### config.mk
export PLATFORM = sky130hd
export DESIGN_NAME = is_uart_tx
export DESIGN_NICKNAME = d
export VERILOG_FILES = /design/src/rtl/is_pkg_uart_controller.sv /design/src/rtl/is_uart_cnt_samp_tx.sv /design/src/rtl/is_uart_tx.sv
export SDC_FILE = /design/constraint.sdc
export NUM_CORES = 1
export LEC_CHECK = 0
export BUFFER_PORTS_ARGS = -buffer_cell sky130_fd_sc_hd__clkbuf_2
export CAP_MARGIN = 20
export CORE_MARGIN = 2
export CORE_UTILIZATION = 60
export CTS_CLUSTER_DIAMETER = 120
export CTS_CLUSTER_SIZE = 30
export DETAILED_ROUTE_END_ITERATION = 8
export PLACE_DENSITY_LB_ADDON = 0.05
export RECOVER_POWER = 100
export SYNTH_ARGS = -nofsm -noshare
export SYNTH_HDL_FRONTEND = slang
export SYNTH_SLANG_ARGS = --single-unit
### constraint.sdc
create_clock -name clk_i -period 3.8 [get_ports clk_i]
set_clock_uncertainty 0.05 [all_clocks]
set_input_delay 0.38 -clock clk_i [delete_from_list [all_inputs] [get_ports clk_i]]
set_output_delay 0.38 -clock clk_i [all_outputs]
set_load 0.05 [all_outputs]
### src/rtl/is_pkg_uart_controller.sv
`default_nettype none
// ============================================================================
// Module      : is_pkg_uart_controller
// Description : Shared definitions for the UART controller. RATIO is the
//               number of oversampling enable pulses per bit, common to the
//               RX and TX paths. Also holds the TX state encoding.
// Revision    : 1.0 - initial release
// ============================================================================
package is_pkg_uart_controller;

  // Oversampling pulses per bit period; must be a power of two >= 2 so the
  // sample counter wraps naturally.
  localparam int RATIO = 8;
  localparam int CNT_W = $clog2(RATIO);

  typedef enum logic [2:0] {
    TX_IDLE   = 3'd0,
    TX_START  = 3'd1,
    TX_DATA   = 3'd2,
    TX_PARITY = 3'd3,
    TX_STOP   = 3'd4
  } tx_state_t;

endpackage
`default_nettype wire

### src/rtl/is_uart_cnt_samp_tx.sv
`default_nettype none
// ============================================================================
// Module      : is_uart_cnt_samp_tx
// Description : TX sample counter. Counts oversampling enable pulses and
//               flags the pulse that closes a bit period.
// Ports       : clk_i     - system clock
//               rstn_i    - asynchronous active-low reset
//               uart_ce_i - oversampling enable (RATIO pulses per bit)
//               clear_i   - holds the counter at 0 (idle / frame accept)
//               tx_ce_o   - one-cycle bit-period strobe
// Revision    : 1.0 - initial release
// ============================================================================
module is_uart_cnt_samp_tx
  import is_pkg_uart_controller::*;
(
  input  logic clk_i,
  input  logic rstn_i,
  input  logic uart_ce_i,
  input  logic clear_i,
  output logic tx_ce_o
);

  localparam logic [CNT_W-1:0] C_CNT_LAST = CNT_W'(RATIO - 1);

  logic [CNT_W-1:0] r_cnt;

  // RATIO is a power of two, so the increment past C_CNT_LAST wraps to 0 on
  // the same edge that raises the bit strobe.
  always_ff @(posedge clk_i or negedge rstn_i) begin
    if (!rstn_i) begin
      r_cnt <= '0;
    end else if (clear_i) begin
      r_cnt <= '0;
    end else if (uart_ce_i) begin
      r_cnt <= r_cnt + 1'b1;
    end
  end

  assign tx_ce_o = uart_ce_i && !clear_i && (r_cnt == C_CNT_LAST);

endmodule
`default_nettype wire

### src/rtl/is_uart_tx.sv
`default_nettype none
// ============================================================================
// Module      : is_uart_tx
// Description : UART transmitter. Accepts a byte over valid/ready, frames it
//               as start, LSB-first data, optional parity and 1 or 2 stop
//               bits, and drives a registered serial line.
// Ports       : clk_i      - system clock
//               rstn_i     - asynchronous active-low reset
//               uart_ce_i  - oversampling enable (RATIO pulses per bit)
//               tx_data_i  - byte to send, captured on accept
//               tx_valid_i - tx_data_i valid
//               tx_ready_o - ready to accept (idle)
//               tx_o       - serial line, idle high
//               tx_busy_o  - frame in progress
// Revision    : 1.0 - initial release
// ============================================================================
module is_uart_tx
  import is_pkg_uart_controller::*;
#(
  parameter int DATA_W     = 8,
  parameter int PARITY_EN  = 0,
  parameter int PARITY_ODD = 0,
  parameter int STOP_BITS  = 1
) (
  input  logic              clk_i,
  input  logic              rstn_i,
  input  logic              uart_ce_i,
  input  logic [DATA_W-1:0] tx_data_i,
  input  logic              tx_valid_i,
  output logic              tx_ready_o,
  output logic              tx_o,
  output logic              tx_busy_o
);

  localparam int                IDX_W       = $clog2(DATA_W) + 1;
  localparam logic [IDX_W-1:0]  C_IDX_LAST  = IDX_W'(DATA_W - 1);
  localparam logic              C_STOP_LAST = 1'(STOP_BITS - 1);
  localparam logic              C_ODD       = (PARITY_ODD != 0);

  tx_state_t         r_state, w_state_d;
  logic [DATA_W-1:0] r_shift, w_shift_d;
  logic [DATA_W-1:0] r_data,  w_data_d;
  logic [IDX_W-1:0]  r_idx,   w_idx_d;
  logic              r_stop,  w_stop_d;
  logic              r_tx,    w_tx_d;
  logic              w_bit_ce;
  logic              w_idle;
  logic              w_parity;

  assign w_idle   = (r_state == TX_IDLE);
  // Parity comes from the copy latched at accept; the shift register is
  // already emptied by the time the parity bit goes out.
  assign w_parity = (^r_data) ^ C_ODD;

  is_uart_cnt_samp_tx u_cnt (
    .clk_i     (clk_i),
    .rstn_i    (rstn_i),
    .uart_ce_i (uart_ce_i),
    .clear_i   (w_idle),
    .tx_ce_o   (w_bit_ce)
  );

  always_ff @(posedge clk_i or negedge rstn_i) begin
    if (!rstn_i) begin
      r_state <= TX_IDLE;
      r_shift <= '0;
      r_data  <= '0;
      r_idx   <= '0;
      r_stop  <= 1'b0;
      r_tx    <= 1'b1;
    end else begin
      r_state <= w_state_d;
      r_shift <= w_shift_d;
      r_data  <= w_data_d;
      r_idx   <= w_idx_d;
      r_stop  <= w_stop_d;
      r_tx    <= w_tx_d;
    end
  end

  always_comb begin
    w_state_d = r_state;
    w_shift_d = r_shift;
    w_data_d  = r_data;
    w_idx_d   = r_idx;
    w_stop_d  = r_stop;
    w_tx_d    = 1'b1;

    case (r_state)
      TX_IDLE: begin
        if (tx_valid_i) begin
          w_state_d = TX_START;
          w_shift_d = tx_data_i;
          w_data_d  = tx_data_i;
          w_idx_d   = '0;
          w_stop_d  = 1'b0;
        end
      end
      TX_START: begin
        if (w_bit_ce) begin
          w_state_d = TX_DATA;
        end
      end
      TX_DATA: begin
        if (w_bit_ce) begin
          w_shift_d = r_shift >> 1;
          w_idx_d   = r_idx + 1'b1;
          if (r_idx == C_IDX_LAST) begin
            w_state_d = (PARITY_EN != 0) ? TX_PARITY : TX_STOP;
          end
        end
      end
      TX_PARITY: begin
        if (w_bit_ce) begin
          w_state_d = TX_STOP;
        end
      end
      TX_STOP: begin
        if (w_bit_ce) begin
          if (r_stop == C_STOP_LAST) begin
            w_state_d = TX_IDLE;
          end else begin
            w_stop_d = r_stop + 1'b1;
          end
        end
      end
      default: w_state_d = TX_IDLE;
    endcase

    // Line level is derived from the next state so the registered output
    // changes on the same edge as the state.
    case (w_state_d)
      TX_START:  w_tx_d = 1'b0;
      TX_DATA:   w_tx_d = w_shift_d[0];
      TX_PARITY: w_tx_d = w_parity;
      default:   w_tx_d = 1'b1;
    endcase
  end

  assign tx_o       = r_tx;
  assign tx_ready_o = w_idle;
  assign tx_busy_o  = !w_idle;

endmodule
`default_nettype wire

Word level (Yosys, flattened, before mapping)

Index checks and enable logic that the tools add are counted.

Add/sub/neg operators: 3
$mul: 0
Div/mod/pow operators: 0
Order comparisons: 0
Eq/ne operators: 12
Shifts and indexed selects: 0
Multiplexer cells: 21
Bitwise logic cells: 0
Reduce and logical (&&, ||, !) cells: 11

Operators with widths:

| cell                                          | number |
|---|---|
| two-way mux 3 bit                             | 9 |
| two-way mux 8 bit                             | 2 |
| case mux 8 bit (2 select lines)               | 1 |
| case mux 3 bit (5 select lines)               | 1 |
| == test 3 x 2 -> 1 bit, second input constant | 4 |
| two-way mux 4 bit                             | 2 |
| case mux 4 bit (2 select lines)               | 1 |
| parity 8 bit                                  | 1 |
| == test 3 x 1 -> 1 bit, second input constant | 2 |
| == test 3 bit, second input constant          | 2 |
| AND reduction 3 bit                           | 2 |
| nonzero test 2 bit                            | 3 |
| adder 4 x 1 -> 4 bit, second input constant   | 1 |
| == test 4 x 3 -> 1 bit, second input constant | 1 |
| != test 2 x 1 -> 1 bit, second input constant | 2 |
| adder 3 x 1 -> 3 bit, second input constant   | 1 |
| zero test 3 bit                               | 1 |
| two-way mux 1 bit                             | 3 |
| case mux 1 bit (3 select lines)               | 1 |
| logical AND 1 bit                             | 2 |
| != test 2 bit, second input constant          | 1 |
| case mux 1 bit (2 select lines)               | 1 |
| AND reduction 2 bit                           | 1 |
| adder 1 bit, second input constant            | 1 |
| zero test 1 bit                               | 1 |

Register bits after elaboration: 28
Latch bits: 0
Memory bits (writable): 0
Bits in read-only memories: 0
Input bits: 12
Output and inout bits: 3
Logic and storage cells: 55
Memories: 0

Logic depth before layout (Yosys ltp)

Depth in word-level cells: 8
Depth in mapped cells: 8
Gate-level depth less buffers: 7

Cells and area by module

Synthesis repeated with hierarchy kept, for this count alone.

Cells, all modules: 132
Area total of the unflattened synthesis: 1323.8 um^2

By module, submodules not included:

| module              | times used | cells an instance | area each (um^2) | sequential area each (um^2) |
|---|---|---|---|---|
| is_uart_tx          | 1          | 119               | 1176.1           | 601.8 |
| is_uart_cnt_samp_tx | 1          | 13                | 147.6            | 75.1 |

Least setup slack after synthesis

Ideal clock, no wire load.

Path type: reg-to-output
From: register r_state[0]
To: output port tx_busy_o
Data arrival time: 2.353 ns
Data required time: 3.370 ns
Path slack: 1.017 ns
Stages on the path, launching flop included: 3
Path buffers: 0
Path through: dfrtp_1 > nor3_1 > inv_1

Word-level cells in the longest chain between the ends: 2

Ends and longest elaborated chain:

| what                   | RTL line          | RTL |
|---|---|---|
| start, declared        | is_uart_tx.sv:40  | `tx_state_t r_state, w_state_d;` |
| start signal, assigned | is_uart_tx.sv:72  | `r_state <= w_state_d;` |
| zero test 3 bit        | is_uart_tx.sv:50  | `assign w_idle = (r_state == TX_IDLE);` |
| net tx_ready_o         | is_uart_tx.sv:30  | `output logic tx_ready_o,` |
| zero test 1 bit        | is_uart_tx.sv:142 | `assign tx_busy_o = !w_idle;` |
| end, declared          | is_uart_tx.sv:32  | `output logic tx_busy_o` |

The timed path passes the listed nets, and every way through them passes these cells.

Worst setup path after layout

From: register r_state[0]
To: register r_tx (netlist: tx_o)

Elaborated cells between the ends (all ways): 22
Those cells by class: eq/ne: 7; mux: 11; reduce/logical: 4

RTL lines:

| what                              | RTL line                           | RTL |
|---|---|---|
| zero test 3 bit                   | is_uart_tx.sv:50, is_uart_tx.sv:89 |  |
| zero test 1 bit                   | is_uart_cnt_samp_tx.sv:39          | `assign tx_ce_o = uart_ce_i && !clear_i && (r_cnt == C_CNT_LAST);` |
| logical AND 1 bit (2 in series)   | is_uart_cnt_samp_tx.sv:39          |  |
| two-way mux 8 bit                 | is_uart_tx.sv:105                  | `if (w_bit_ce) begin` |
| case mux 8 bit (2 select lines) * | is_uart_tx.sv:89                   | `case (r_state)` |
| net w_shift_d[0]                  | is_uart_tx.sv:41                   | `logic [DATA_W-1:0] r_shift, w_shift_d;` |
| case mux 1 bit (3 select lines) * | is_uart_tx.sv:132                  | `case (w_state_d)` |
| net w_tx_d                        | is_uart_tx.sv:45                   | `logic r_tx, w_tx_d;` |
| end signal, assigned              | is_uart_tx.sv:77                   | `r_tx <= w_tx_d;` |
| end, declared                     | is_uart_tx.sv:45                   |  |

Mark *: on every way through the listed nets, which the timed path passes. The rest lies on a longest branch. The select of a mux whose other input is x is not followed.
A chain may end at the register's enable or synchronous reset.

==> impl_metrics.env <==
export IMPL_firstDrtPassIters=4
export IMPL_ys_seq_elements=27
export IMPL_grt_use_met1=0.232
export IMPL_synth_cells=108
export IMPL_final_area_um2=1350
export IMPL_critPathCaptureType="register"
export IMPL_drc=0
export IMPL_routed_wl_mm=1.99
export IMPL_tightest_slew_ns=1.38
export IMPL_start_util=0.642
export IMPL_ioPinCount=15
export IMPL_worstSetupStartpointType="register"
export IMPL_synthDistinctLibCells=32
export IMPL_crit_required_ns=3.99
export IMPL_dp_slack_ns=1.82
export IMPL_die_x_um=49.8
export IMPL_cts_hold_buf=0
export IMPL_synth_area_top_cells="dfrtp_1 52%, mux2_2 7.1%, nand2_1 5.4%"
export IMPL_status="finished, final reports clean"
export IMPL_yosysTopAreaCell="dfrtp_1"
export IMPL_synth_top_cell_area_share=0.516
export IMPL_ir_drop_v=0.000569
export IMPL_core_um2=1960
export IMPL_hp_class="in2reg"
export IMPL_hold_viol_final=0
export IMPL_synth_yosys_warnings=0
export IMPL_dp_hpwl_mm=1.47
export IMPL_final_setup_tns_ns=0
export IMPL_max_freq_mhz=387
export IMPL_post_cts_buffers=0
export IMPL_avgSynthCellArea_um2=11.7
export IMPL_grt_pass1_vias=863
export IMPL_cts_tree="yes"
export IMPL_p_leak_nw=0.619
export IMPL_fin_nets=139
export IMPL_ant_nets=0
export IMPL_fill_cells=175
export IMPL_grt_max_degree=28
export IMPL_drive_gt1_frac=0.195
export IMPL_syn_to_final_growth_pct=7.15
export IMPL_finish_utilization=0.688
export IMPL_grt_busiest_layer="met2"
export IMPL_gr_usage_met3=0.0364
export IMPL_synth_net_count=123
export IMPL_vias=836
export IMPL_cts_resized_gates=0
export IMPL_htree_levels=1
export IMPL_clock_sinks=27
export IMPL_drt_iter0_drc=6
export IMPL_grtUsageTotal=0.192
export IMPL_clock_latency_ns=0.31
export IMPL_dieHeight_um=49.8
export IMPL_clk_pin_slew_worst_paths_ns=0.13
export IMPL_synth_area_um2=1260
export IMPL_fin_crit_ns=2.59
export IMPL_clock_root_buffer="clkbuf_4"
export IMPL_gp_congestion=0.703
export IMPL_path_class="reg2reg"
export IMPL_finalCritPeriodShare=0.681
export IMPL_clk_path_buf_depth=2
export IMPL_met2_usage=0.331
export IMPL_critPathMaxFanout=20
export IMPL_yosysSeqAreaShare=0.537
export IMPL_antenna_found_initial=0
export IMPL_fin_ws_ns=1.21
export IMPL_placed_cell_area_um2=1350
export IMPL_port_buffers=14
export IMPL_power_total_mw=1.07
export IMPL_setup_viol=0
export IMPL_worst_slew_margin_rel=0.0813
export IMPL_powerDensity_nw_per_um2=791
export IMPL_wire_per_inst_um=13.3
export IMPL_cts_buffers=3
export IMPL_vias_per_cell=5.57
export IMPL_grt_pass1_wl_mm=3.55
export IMPL_finalMaxSlewViolations=0
export IMPL_drv_cap=0
export IMPL_n_antenna_cell=0
export IMPL_die_area_um2=2480
export IMPL_rsz0062_at_grt="false"
export IMPL_fp_row_count=16
export IMPL_crit_arrival_ns=2.78
export IMPL_overflow=0
==> worst paths after layout <==
path	from	endpoint	slack, ns	cells after the start
hold reg to reg	r_shift[2]	r_shift[2]	0.44	2
setup reg to reg	r_state[0]	tx_o	1.21	6
min in group asynchronous	rstn_i	u_cnt.r_cnt[0]	0.30	1
hold / removal	tx_data_i[0]	r_data[0]	0.25	2
setup / recovery	r_state[0]	tx_o	1.21	6
max in group asynchronous	rstn_i	r_idx[0]	2.60	1
==> sequential cells by signal (all words and copies together), names as in the netlist <==
| name | flops |
|---|---|
| r_data | 8 |
| r_shift | 8 |
| r_idx | 4 |
| r_state | 3 |
| u_cnt.r_cnt | 3 |
| tx_o | 1 |
==> critical path, stage by stage, from the launching register on <==
cell,delay [ns]
dfrtp_1,0.48
nor4b_1,0.32
clkbuf_1,0.72
a21oi_1,0.36
a221o_1,0.39
nand4b_1,0.09
o211ai_1,0.10
==> layout make-up <==
class	count	area, µm²	area share
Timing Repair Buffer	15	68.8	0.0510
Sequential cell	27	677	0.501
Tap cell	27	33.8	0.0250
Clock buffer	4	26.3	0.0195
Multi-Input combinational cell	75	537	0.398
Inverter	2	7.51	0.00556
==> kinds of logic (layout without fill, tap and decap cells) <==
group / count (synthesis) / after routing / synth area share
flip-flops: 27 / 27 / 0.537
buffers and inverters: 6 / 21 / 0.0288
adder cells (fa/ha/maj): 3 / 3 / 0.0298
AND/OR/NAND/NOR: 38 / 38 / 0.159
multiplexers: 11 / 11 / 0.0963
XOR/XNOR: 10 / 10 / 0.0695
AO/OA/AOI/OAI: 13 / 13 / 0.0794
==> through the flow <==
step	cells	hold WS, ns
floorplan	108	0.0344
global placement	146	0.380
detailed placement	146	0.387
CTS	150	0.0249
global route	150	0.246
finish	150	0.248
==> where the power goes <==
part           leakage, nW  total [mW]  switching (mW)  internal [mW]
Sequential           0.331       0.502          0.0860          0.416
Clock               0.0150       0.118          0.0772         0.0411
Combinational        0.274       0.447           0.224          0.223
Total                0.619        1.07           0.387          0.680
==> synth_stat cells (all sizes together) <==
library cell,instances
a21oi,1
a221o,1
a22o,1
a22oi,6
a31o,1
a31oi,1
and2,3
buf,4
dfrtp,26
dfstp,1
ha,3
inv,2
mux2,9
mux2i,2
nand2,18
nand2b,1
nand3,1
nand3b,3
nand4,2
nand4b,1
nor2,5
nor3,1
nor3b,1
nor4b,1
o211ai,1
o21ai,1
or4,1
xnor2,7
xor2,3
==> cell usage in the layout, fill, tap and decap left out, types with 3 or more instances in the layout <==
cell type,netlist,final
dfrtp_1,26,26
nand2_1,18,18
clkbuf_2,0,10
mux2_2,8,8
xnor2_1,7,7
a22oi_1,6,6
clkbuf_1,0,6
nor2_1,5,5
nand3b_1,3,3
xor2_1,3,3
ha_1,3,3
clkbuf_4,0,3
==> per-layer routing <==
metal | wire length (µm) | vias up | share of wire
met3 | 68 | 4 | 0.034
met4 | 36 | 0 | 0.018
li1 | - | 407 | -
met5 | 0 | - | 0
met2 | 1010 | 16 | 0.51
met1 | 876 | 409 | 0.44
No activity file was read; power rests on OpenSTA's default activity.
